--- config.mk ---
export PLATFORM = sky130hd
export DESIGN_NAME = syscall_unit_flat
export DESIGN_NICKNAME = d
export VERILOG_FILES = /design/src/rtl/syscall_unit_if.sv /design/src/rtl/syscall_unit.sv /design/src/flat_wrapper.sv
export SDC_FILE = /design/constraint.sdc
export NUM_CORES = 1
export LEC_CHECK = 0
export ABC_AREA = 1
export CORE_ASPECT_RATIO = 0.7
export CORE_MARGIN = 5
export CORE_UTILIZATION = 38
export CTS_CLUSTER_SIZE = 25
export DETAILED_ROUTE_END_ITERATION = 8
export PLACE_DENSITY = 0.58
export SLEW_MARGIN = 10
export SYNTH_ARGS = -nofsm -noshare
export SYNTH_HDL_FRONTEND = slang
export SYNTH_SLANG_ARGS = --single-unit
--- constraint.sdc ---
create_clock -name clk -period 13.65 [get_ports clk]
set_clock_uncertainty 0.15 [all_clocks]
set_input_delay 2.73 -clock clk [delete_from_list [all_inputs] [get_ports clk]]
set_output_delay 2.73 -clock clk [all_outputs]
set_load 0.005 [all_outputs]
--- src/rtl/syscall_unit_if.sv ---
// Bundle of the syscall_unit pipeline, data-memory and console signals.
// slave = the syscall engine, master = core / memory / console side.
interface syscall_unit_if #(
   parameter int DATA_W = 32,
   parameter int ADDR_W = 32
) ();
   logic              syscall_valid;
   logic [DATA_W-1:0] v0;
   logic [DATA_W-1:0] a0;
   logic              busy;
   logic              mem_req;
   logic [ADDR_W-1:0] mem_addr;
   logic              mem_ack;
   logic [7:0]        mem_rdata;
   logic              char_valid;
   logic [7:0]        char_data;
   logic              char_ready;
   logic              halt;
   logic              err;

   modport slave (
      input  syscall_valid, v0, a0, mem_ack, mem_rdata, char_ready,
      output busy, mem_req, mem_addr, char_valid, char_data, halt, err
   );

   modport master (
      output syscall_valid, v0, a0, mem_ack, mem_rdata, char_ready,
      input  busy, mem_req, mem_addr, char_valid, char_data, halt, err
   );
endinterface

--- src/rtl/syscall_unit.sv ---
// Clocked syscall engine: print int / string / char, exit; streams ASCII to a console port.
// Define SYSCALL_HEX_EN to add v0=34 (print "0x" + zero-padded uppercase hex).
//
// state     | meaning
// IDLE      | waiting for a syscall
// CONV      | one decimal digit per cycle pushed onto the digit stack
// EMIT_SIGN | presenting '-' for a negative integer
// EMIT_DIG  | popping stack entries to the console, MSB first
// STR_REQ   | issuing a byte fetch at base + index
// STR_WAIT  | holding the fetch until mem_ack
// STR_EMIT  | presenting the fetched byte
// CHAR_EMIT | presenting a0[7:0]
// HALTED    | exit taken; sticky until reset
module syscall_unit #(
   parameter int DATA_W    = 32,
   parameter int ADDR_W    = 32,
   parameter int MAX_STR   = 256,
   parameter int EXIT_CODE = 10
) (
   input logic           clk,
   input logic           rst,
   syscall_unit_if.slave bus
);
   localparam int DEC_D = (DATA_W * 30103 + 99999) / 100000 + 1;
   localparam int HEX_D = DATA_W / 4 + 2;
   localparam int STK_D = (DEC_D > HEX_D) ? DEC_D : HEX_D;
   localparam int SP_W  = $clog2(STK_D + 1);
   localparam int IDX_W = $clog2(MAX_STR + 1);

   typedef enum logic [3:0] {
      IDLE, CONV, EMIT_SIGN, EMIT_DIG, STR_REQ, STR_WAIT, STR_EMIT, CHAR_EMIT, HALTED
   } state_t;

   state_t            state_q, state_d;
   logic              busy_q, busy_d;
   logic              mem_req_q, mem_req_d;
   logic [ADDR_W-1:0] mem_addr_q, mem_addr_d;
   logic              char_valid_q, char_valid_d;
   logic [7:0]        char_data_q, char_data_d;
   logic              halt_q, halt_d;
   logic              err_q, err_d;
   logic              neg_q, neg_d;
   logic [DATA_W-1:0] mag_q, mag_d;
   logic [ADDR_W-1:0] base_q, base_d;
   logic [IDX_W-1:0]  idx_q, idx_d;
   logic [SP_W-1:0]   sp_q, sp_d;
   logic [7:0]        stk_q [STK_D];
   logic [7:0]        stk_d [STK_D];

   logic [DATA_W-1:0] quo;
   logic [3:0]        dig;

   assign quo = mag_q / DATA_W'(10);
   assign dig = 4'(mag_q % DATA_W'(10));

`ifdef SYSCALL_HEX_EN
   function automatic logic [7:0] hex_char(input logic [3:0] n);
      return (n < 4'd10) ? (8'h30 + {4'h0, n}) : (8'h37 + {4'h0, n});
   endfunction
`endif

   always_comb begin
      state_d      = state_q;
      busy_d       = busy_q;
      mem_req_d    = mem_req_q;
      mem_addr_d   = mem_addr_q;
      char_valid_d = char_valid_q;
      char_data_d  = char_data_q;
      halt_d       = halt_q;
      err_d        = 1'b0;
      neg_d        = neg_q;
      mag_d        = mag_q;
      base_d       = base_q;
      idx_d        = idx_q;
      sp_d         = sp_q;
      stk_d        = stk_q;

      unique case (state_q)
         IDLE: begin
            if (bus.syscall_valid && !halt_q) begin
               if (bus.v0 == DATA_W'(1)) begin
                  neg_d   = bus.a0[DATA_W-1];
                  mag_d   = bus.a0[DATA_W-1] ? (~bus.a0 + DATA_W'(1)) : bus.a0;
                  sp_d    = '0;
                  state_d = CONV;
                  busy_d  = 1'b1;
               end else if (bus.v0 == DATA_W'(4)) begin
                  base_d  = ADDR_W'(bus.a0);
                  idx_d   = '0;
                  state_d = STR_REQ;
                  busy_d  = 1'b1;
               end else if (bus.v0 == DATA_W'(11)) begin
                  char_valid_d = 1'b1;
                  char_data_d  = bus.a0[7:0];
                  state_d      = CHAR_EMIT;
                  busy_d       = 1'b1;
               end else if (bus.v0 == DATA_W'(EXIT_CODE)) begin
                  halt_d  = 1'b1;
                  state_d = HALTED;
                  busy_d  = 1'b1;
`ifdef SYSCALL_HEX_EN
               end else if (bus.v0 == DATA_W'(34)) begin
                  // Load the whole string onto the stack at once; top of stack is the leading '0'.
                  for (int k = 0; k < DATA_W / 4; k++) stk_d[k] = hex_char(bus.a0[4*k +: 4]);
                  stk_d[DATA_W/4]     = 8'h78;
                  stk_d[DATA_W/4 + 1] = 8'h30;
                  sp_d    = SP_W'(HEX_D);
                  neg_d   = 1'b0;
                  state_d = EMIT_DIG;
                  busy_d  = 1'b1;
`endif
               end else begin
                  err_d = 1'b1;
               end
            end
         end
         CONV: begin
            stk_d[sp_q] = 8'h30 + {4'h0, dig};
            sp_d        = sp_q + SP_W'(1);
            mag_d       = quo;
            if (quo == '0) begin
               if (neg_q) begin
                  char_valid_d = 1'b1;
                  char_data_d  = 8'h2D;
                  state_d      = EMIT_SIGN;
               end else begin
                  state_d = EMIT_DIG;
               end
            end
         end
         EMIT_SIGN: begin
            if (bus.char_ready) begin
               char_valid_d = 1'b0;
               state_d      = EMIT_DIG;
            end
         end
         EMIT_DIG: begin
            if (!char_valid_q) begin
               char_valid_d = 1'b1;
               char_data_d  = stk_q[sp_q - SP_W'(1)];
               sp_d         = sp_q - SP_W'(1);
            end else if (bus.char_ready) begin
               char_valid_d = 1'b0;
               if (sp_q == '0) begin
                  state_d = IDLE;
                  busy_d  = 1'b0;
               end
            end
         end
         STR_REQ: begin
            mem_req_d  = 1'b1;
            mem_addr_d = base_q + ADDR_W'(idx_q);
            state_d    = STR_WAIT;
         end
         STR_WAIT: begin
            if (bus.mem_ack) begin
               mem_req_d = 1'b0;
               if (bus.mem_rdata == 8'h00) begin
                  state_d = IDLE;
                  busy_d  = 1'b0;
               end else begin
                  char_valid_d = 1'b1;
                  char_data_d  = bus.mem_rdata;
                  state_d      = STR_EMIT;
               end
            end
         end
         STR_EMIT: begin
            if (bus.char_ready) begin
               char_valid_d = 1'b0;
               idx_d        = idx_q + IDX_W'(1);
               if (idx_q == IDX_W'(MAX_STR - 1)) begin
                  state_d = IDLE;
                  busy_d  = 1'b0;
               end else begin
                  state_d = STR_REQ;
               end
            end
         end
         CHAR_EMIT: begin
            if (bus.char_ready) begin
               char_valid_d = 1'b0;
               state_d      = IDLE;
               busy_d       = 1'b0;
            end
         end
         HALTED: begin
            halt_d = 1'b1;
            busy_d = 1'b1;
         end
         default: begin
            state_d = IDLE;
            busy_d  = 1'b0;
         end
      endcase
   end

   always_ff @(posedge clk) begin
      if (rst) begin
         state_q      <= IDLE;
         busy_q       <= 1'b0;
         mem_req_q    <= 1'b0;
         mem_addr_q   <= '0;
         char_valid_q <= 1'b0;
         char_data_q  <= '0;
         halt_q       <= 1'b0;
         err_q        <= 1'b0;
         neg_q        <= 1'b0;
         mag_q        <= '0;
         base_q       <= '0;
         idx_q        <= '0;
         sp_q         <= '0;
         stk_q        <= '{default: '0};
      end else begin
         state_q      <= state_d;
         busy_q       <= busy_d;
         mem_req_q    <= mem_req_d;
         mem_addr_q   <= mem_addr_d;
         char_valid_q <= char_valid_d;
         char_data_q  <= char_data_d;
         halt_q       <= halt_d;
         err_q        <= err_d;
         neg_q        <= neg_d;
         mag_q        <= mag_d;
         base_q       <= base_d;
         idx_q        <= idx_d;
         sp_q         <= sp_d;
         stk_q        <= stk_d;
      end
   end

   assign bus.busy       = busy_q;
   assign bus.mem_req    = mem_req_q;
   assign bus.mem_addr   = mem_addr_q;
   assign bus.char_valid = char_valid_q;
   assign bus.char_data  = char_data_q;
   assign bus.halt       = halt_q;
   assign bus.err        = err_q;
endmodule

--- src/flat_wrapper.sv ---
// flat-port wrapper written by rule: the top's interface ports become plain ports
module syscall_unit_flat 
#(
   parameter int DATA_W    = 32,
   parameter int ADDR_W    = 32,
   parameter int MAX_STR   = 256,
   parameter int EXIT_CODE = 10
)
  (clk, rst, bus_syscall_valid, bus_v0, bus_a0, bus_mem_ack, bus_mem_rdata, bus_char_ready, bus_busy, bus_mem_req, bus_mem_addr, bus_char_valid, bus_char_data, bus_halt, bus_err);
  syscall_unit_if #(.DATA_W(DATA_W), .ADDR_W(ADDR_W)) bus_i ();
  input logic clk;
  input logic rst;
  input wire logic [$bits(bus_i.syscall_valid)-1:0] bus_syscall_valid;
  input wire logic [$bits(bus_i.v0)-1:0] bus_v0;
  input wire logic [$bits(bus_i.a0)-1:0] bus_a0;
  input wire logic [$bits(bus_i.mem_ack)-1:0] bus_mem_ack;
  input wire logic [$bits(bus_i.mem_rdata)-1:0] bus_mem_rdata;
  input wire logic [$bits(bus_i.char_ready)-1:0] bus_char_ready;
  output wire logic [$bits(bus_i.busy)-1:0] bus_busy;
  output wire logic [$bits(bus_i.mem_req)-1:0] bus_mem_req;
  output wire logic [$bits(bus_i.mem_addr)-1:0] bus_mem_addr;
  output wire logic [$bits(bus_i.char_valid)-1:0] bus_char_valid;
  output wire logic [$bits(bus_i.char_data)-1:0] bus_char_data;
  output wire logic [$bits(bus_i.halt)-1:0] bus_halt;
  output wire logic [$bits(bus_i.err)-1:0] bus_err;
  assign bus_i.syscall_valid = bus_syscall_valid;
  assign bus_i.v0 = bus_v0;
  assign bus_i.a0 = bus_a0;
  assign bus_i.mem_ack = bus_mem_ack;
  assign bus_i.mem_rdata = bus_mem_rdata;
  assign bus_i.char_ready = bus_char_ready;
  assign bus_busy = bus_i.busy;
  assign bus_mem_req = bus_i.mem_req;
  assign bus_mem_addr = bus_i.mem_addr;
  assign bus_char_valid = bus_i.char_valid;
  assign bus_char_data = bus_i.char_data;
  assign bus_halt = bus_i.halt;
  assign bus_err = bus_i.err;
  syscall_unit #(.DATA_W(DATA_W), .ADDR_W(ADDR_W), .MAX_STR(MAX_STR), .EXIT_CODE(EXIT_CODE)) u_core (.clk(clk), .rst(rst), .bus(bus_i));
endmodule
==> flow_summary.yaml <==
status:
  status: "completed"
synthesis:
  synth_seq_area_share_pct: 29.3
  yosysWarnings: 0
  syn_nets: 2040
  ys_types: 52
  avgSynthCellArea_um2: 6.40
  synth-edff-count: 0
  synth_ff_type: "dfxtp_1"
  synth.ff_latch_count: 182
  synthArstFlopShare_pct: 0
  syn_area_um2: 12500
  synthCells: 1945
timing:
  finalCriticalPeriod_ns: 11.35
  hold_violations: 0
  tns_ns: 0
  max_freq_mhz: 88.1
  post-route-period-util_pct: 83.2
  fin_worst_hold_slack_ns: 0.299
  fin_ws_ns: 2.30
  grt_setup_unrepaired: "false"
  setup-violations-final: 0
  slew_viol_final: 0
  maxSlewHeadroom_pct: 30.9
  worst_slew_pin_slew_ns: 1.03
clocking:
  post_cts_buffers: 0
  clk_path_buf_depth: 2
  path_clk_slew_ns: 0.07
  post_cts_resized: 0
  root_buffer: "clkbuf_16"
  cts_tree: "yes"
  h-tree-depth: 4
  hold_buffers: 0
  clock_insertion_delay_worst_skew_ns: 0.45
  cts_sinks: 182
  cts_buffers: 17
critical_path:
  ff2ff_path_depth: 120
  cp_common_cell: "nand2_2"
  worstSetupPathType: "register to register"
  crit_slowest_cell: "dfxtp_1"
  r2r_start: "u_core.mag_q[29]$_SDFFE_PP0P_"
  regToRegEndpoint: "u_core.stk_q[73]$_SDFFE_PP0P_"
  startpoint: "u_core.mag_q[29]$_SDFFE_PP0P_"
  critPathCaptureType: "register"
  critPathMaxStageDelay_ns: 0.34
  critPathArrivalTime_ns: 11.56
  path_max_fanout: 11
  required_ns: 13.85
  start_kind: "register"
  reg2reg_slack_ns: 2.30
pwr:
  p_leak_nw: 6.69
  power.density_nw_per_um2: 261
  irDropWorstVdd_mv: 0.737
route:
  dr.pass1.iters: 6
  detail_route.wl_per_cell_um: 15.4
  drcViolationCount: 0
  viasPerCell: 5.21
  vias: 12900
  wirelength_mm: 38.0
  drt_iter0_markers: 1092
  drtAntennaViolNets: 0
floorplan:
  num_io_pins: 122
  die-area_um2: 36500
  initial_utilization_pct: 38.5
  die_w_um: 226
  core_um2: 32300
  row_count: 55
  die_y_um: 161
layout:
  drive_gt1_share_pct: 11.0
  fillers: 3345
  final_cell_area_um2: 14600
  layout_common_cells: "nand2_1, inv_1, nor2_1"
  finalNetCount: 2120
  layout.cells.non_filler: 2465
  syn_to_final_growth_pct: 17.1
  final_common_cell: "nand2_1"
global_route:
  grt-ovfl-total: 0
  antenna_found_initial: 1
  grt_pass1_vias: 11600
  grt.total_usage_pct: 20.3
  grt_max_degree: 70
  grt_first_pass_wirelength_mm: 60.9
placement:
  routabilityCongestion: 0.894
  dpl_cell_area_um2: 14000
  place_ws_ns: 2.42
  portBuffers: 121
  dp_cells: 2433
  post-dp-hpwl_mm: 28.3
worst_hold_path:
  min_from: "u_core.stk_q[40]$_SDFFE_PP0P_"
  worstHoldPathCells: 2
  hold_path_class: "register to register"
  holdPathEnd: "u_core.stk_q[40]$_SDFFE_PP0P_"
flow_run:
  max_cap_violations: 0
-- critical path, delay by kind of cell, from the launching register on --
kind                   cells  cell delay [ns]
flip-flops                 1             0.34
AND/OR/NAND/NOR          100             9.11
AO/OA/AOI/OAI              2             0.31
buffers and inverters     18             1.29
-- where the power goes --
part           internal, W  switching [W]
combinational     0.000791        0.00196
sequential        0.000534     0.00000263
clock             0.000275       0.000237
total              0.00160        0.00220
-- synth_stat cells (14+ instances only) --
cell / count / area, um^2
a21oi_1: 152 / 761
a31oi_1: 14 / 87.6
clkbuf_1: 54 / 203
dfxtp_1: 182 / 3640
ha_1: 17 / 213
inv_1: 264 / 991
inv_2: 35 / 131
nand2_1: 316 / 1190
nand2_2: 76 / 475
nand2_4: 26 / 293
nand3_1: 171 / 856
nand3_2: 24 / 240
nand4_1: 27 / 169
nor2_1: 194 / 728
nor3_1: 55 / 275
nor4_1: 21 / 131
o211ai_1: 16 / 120
o21ai_0: 152 / 761
o21ai_1: 14 / 70.1
xor2_1: 35 / 307
-- worst max path at each step --
stage,endpoint,depth (start not counted)
finish,u_core.stk_q[73]$_SDFFE_PP0P_,120
global route,u_core.stk_q[9]$_SDFFE_PP0P_,122
CTS,u_core.stk_q[73]$_SDFFE_PP0P_,121
detailed placement,u_core.stk_q[73]$_SDFFE_PP0P_,122
global placement,u_core.stk_q[41]$_SDFFE_PP0P_,122
floorplan,u_core.state_q[0]$_SDFFE_PP0P_,125
-- routing by layer --
metal  share of wire [%]  vias to the layer above  global-route usage, %
met1                  50                     5881                   30.5
met5                   0                        -                      0
met4                 1.5                        0                   5.00
li1                    -                     6586                      -
met3                 5.9                       46                   3.69
met2                  42                      340                   29.9
-- through the flow --
step | util, % | total power (W)
2_1_floorplan | - | 0.00287
3_3_place_gp | 43.2 | 0.00327
3_5_place_dp | 43.2 | 0.00327
4_1_cts | 45.1 | 0.00380
5_1_grt | 45.1 | 0.00413
6_report | 45.1 | 0.00380
-- registers in the layout, summed over array words and instances (netlist names) --
register,count
u_core.bus.mem_addr,32
u_core.idx_q,9
u_core.bus.char_data,8
u_core.stk_q,55
u_core.base_q,32
u_core.sp_q,4
u_core.bus.mem_req,1
u_core.state_q,4
u_core.bus.char_valid,1
u_core.bus.err,1
u_core.bus.halt,1
u_core.mag_q,32
u_core.bus.busy,1
u_core.neg_q,1
-- area by class of cell --
type                            count  area (um^2)  area share [%]
Multi-Input combinational cell   1388         7380            50.6
Sequential cell                   182         3640            25.0
Timing Repair Buffer              132         1290            8.86
Inverter                          304         1140            7.83
Tap cell                          427          534            3.66
Clock buffer                       17          425            2.92
Clock inverter                     14          166            1.14
Antenna cell                        1         2.50          0.0172
-- kinds of logic (layout without fill, tap and decap cells) --
kind of cell    Yosys count  after routing  synth area share [%]
buf+inv                 375            467                  11.7
flops                   182            182                  29.3
fa+ha+maj                18             18                  1.87
xor+xnor                 41             41                  2.88
other cells               0              1                     0
simple gates            924            924                  35.9
compound gates          405            405                  18.3
Note: power is estimated with default switching activity, not from simulation.
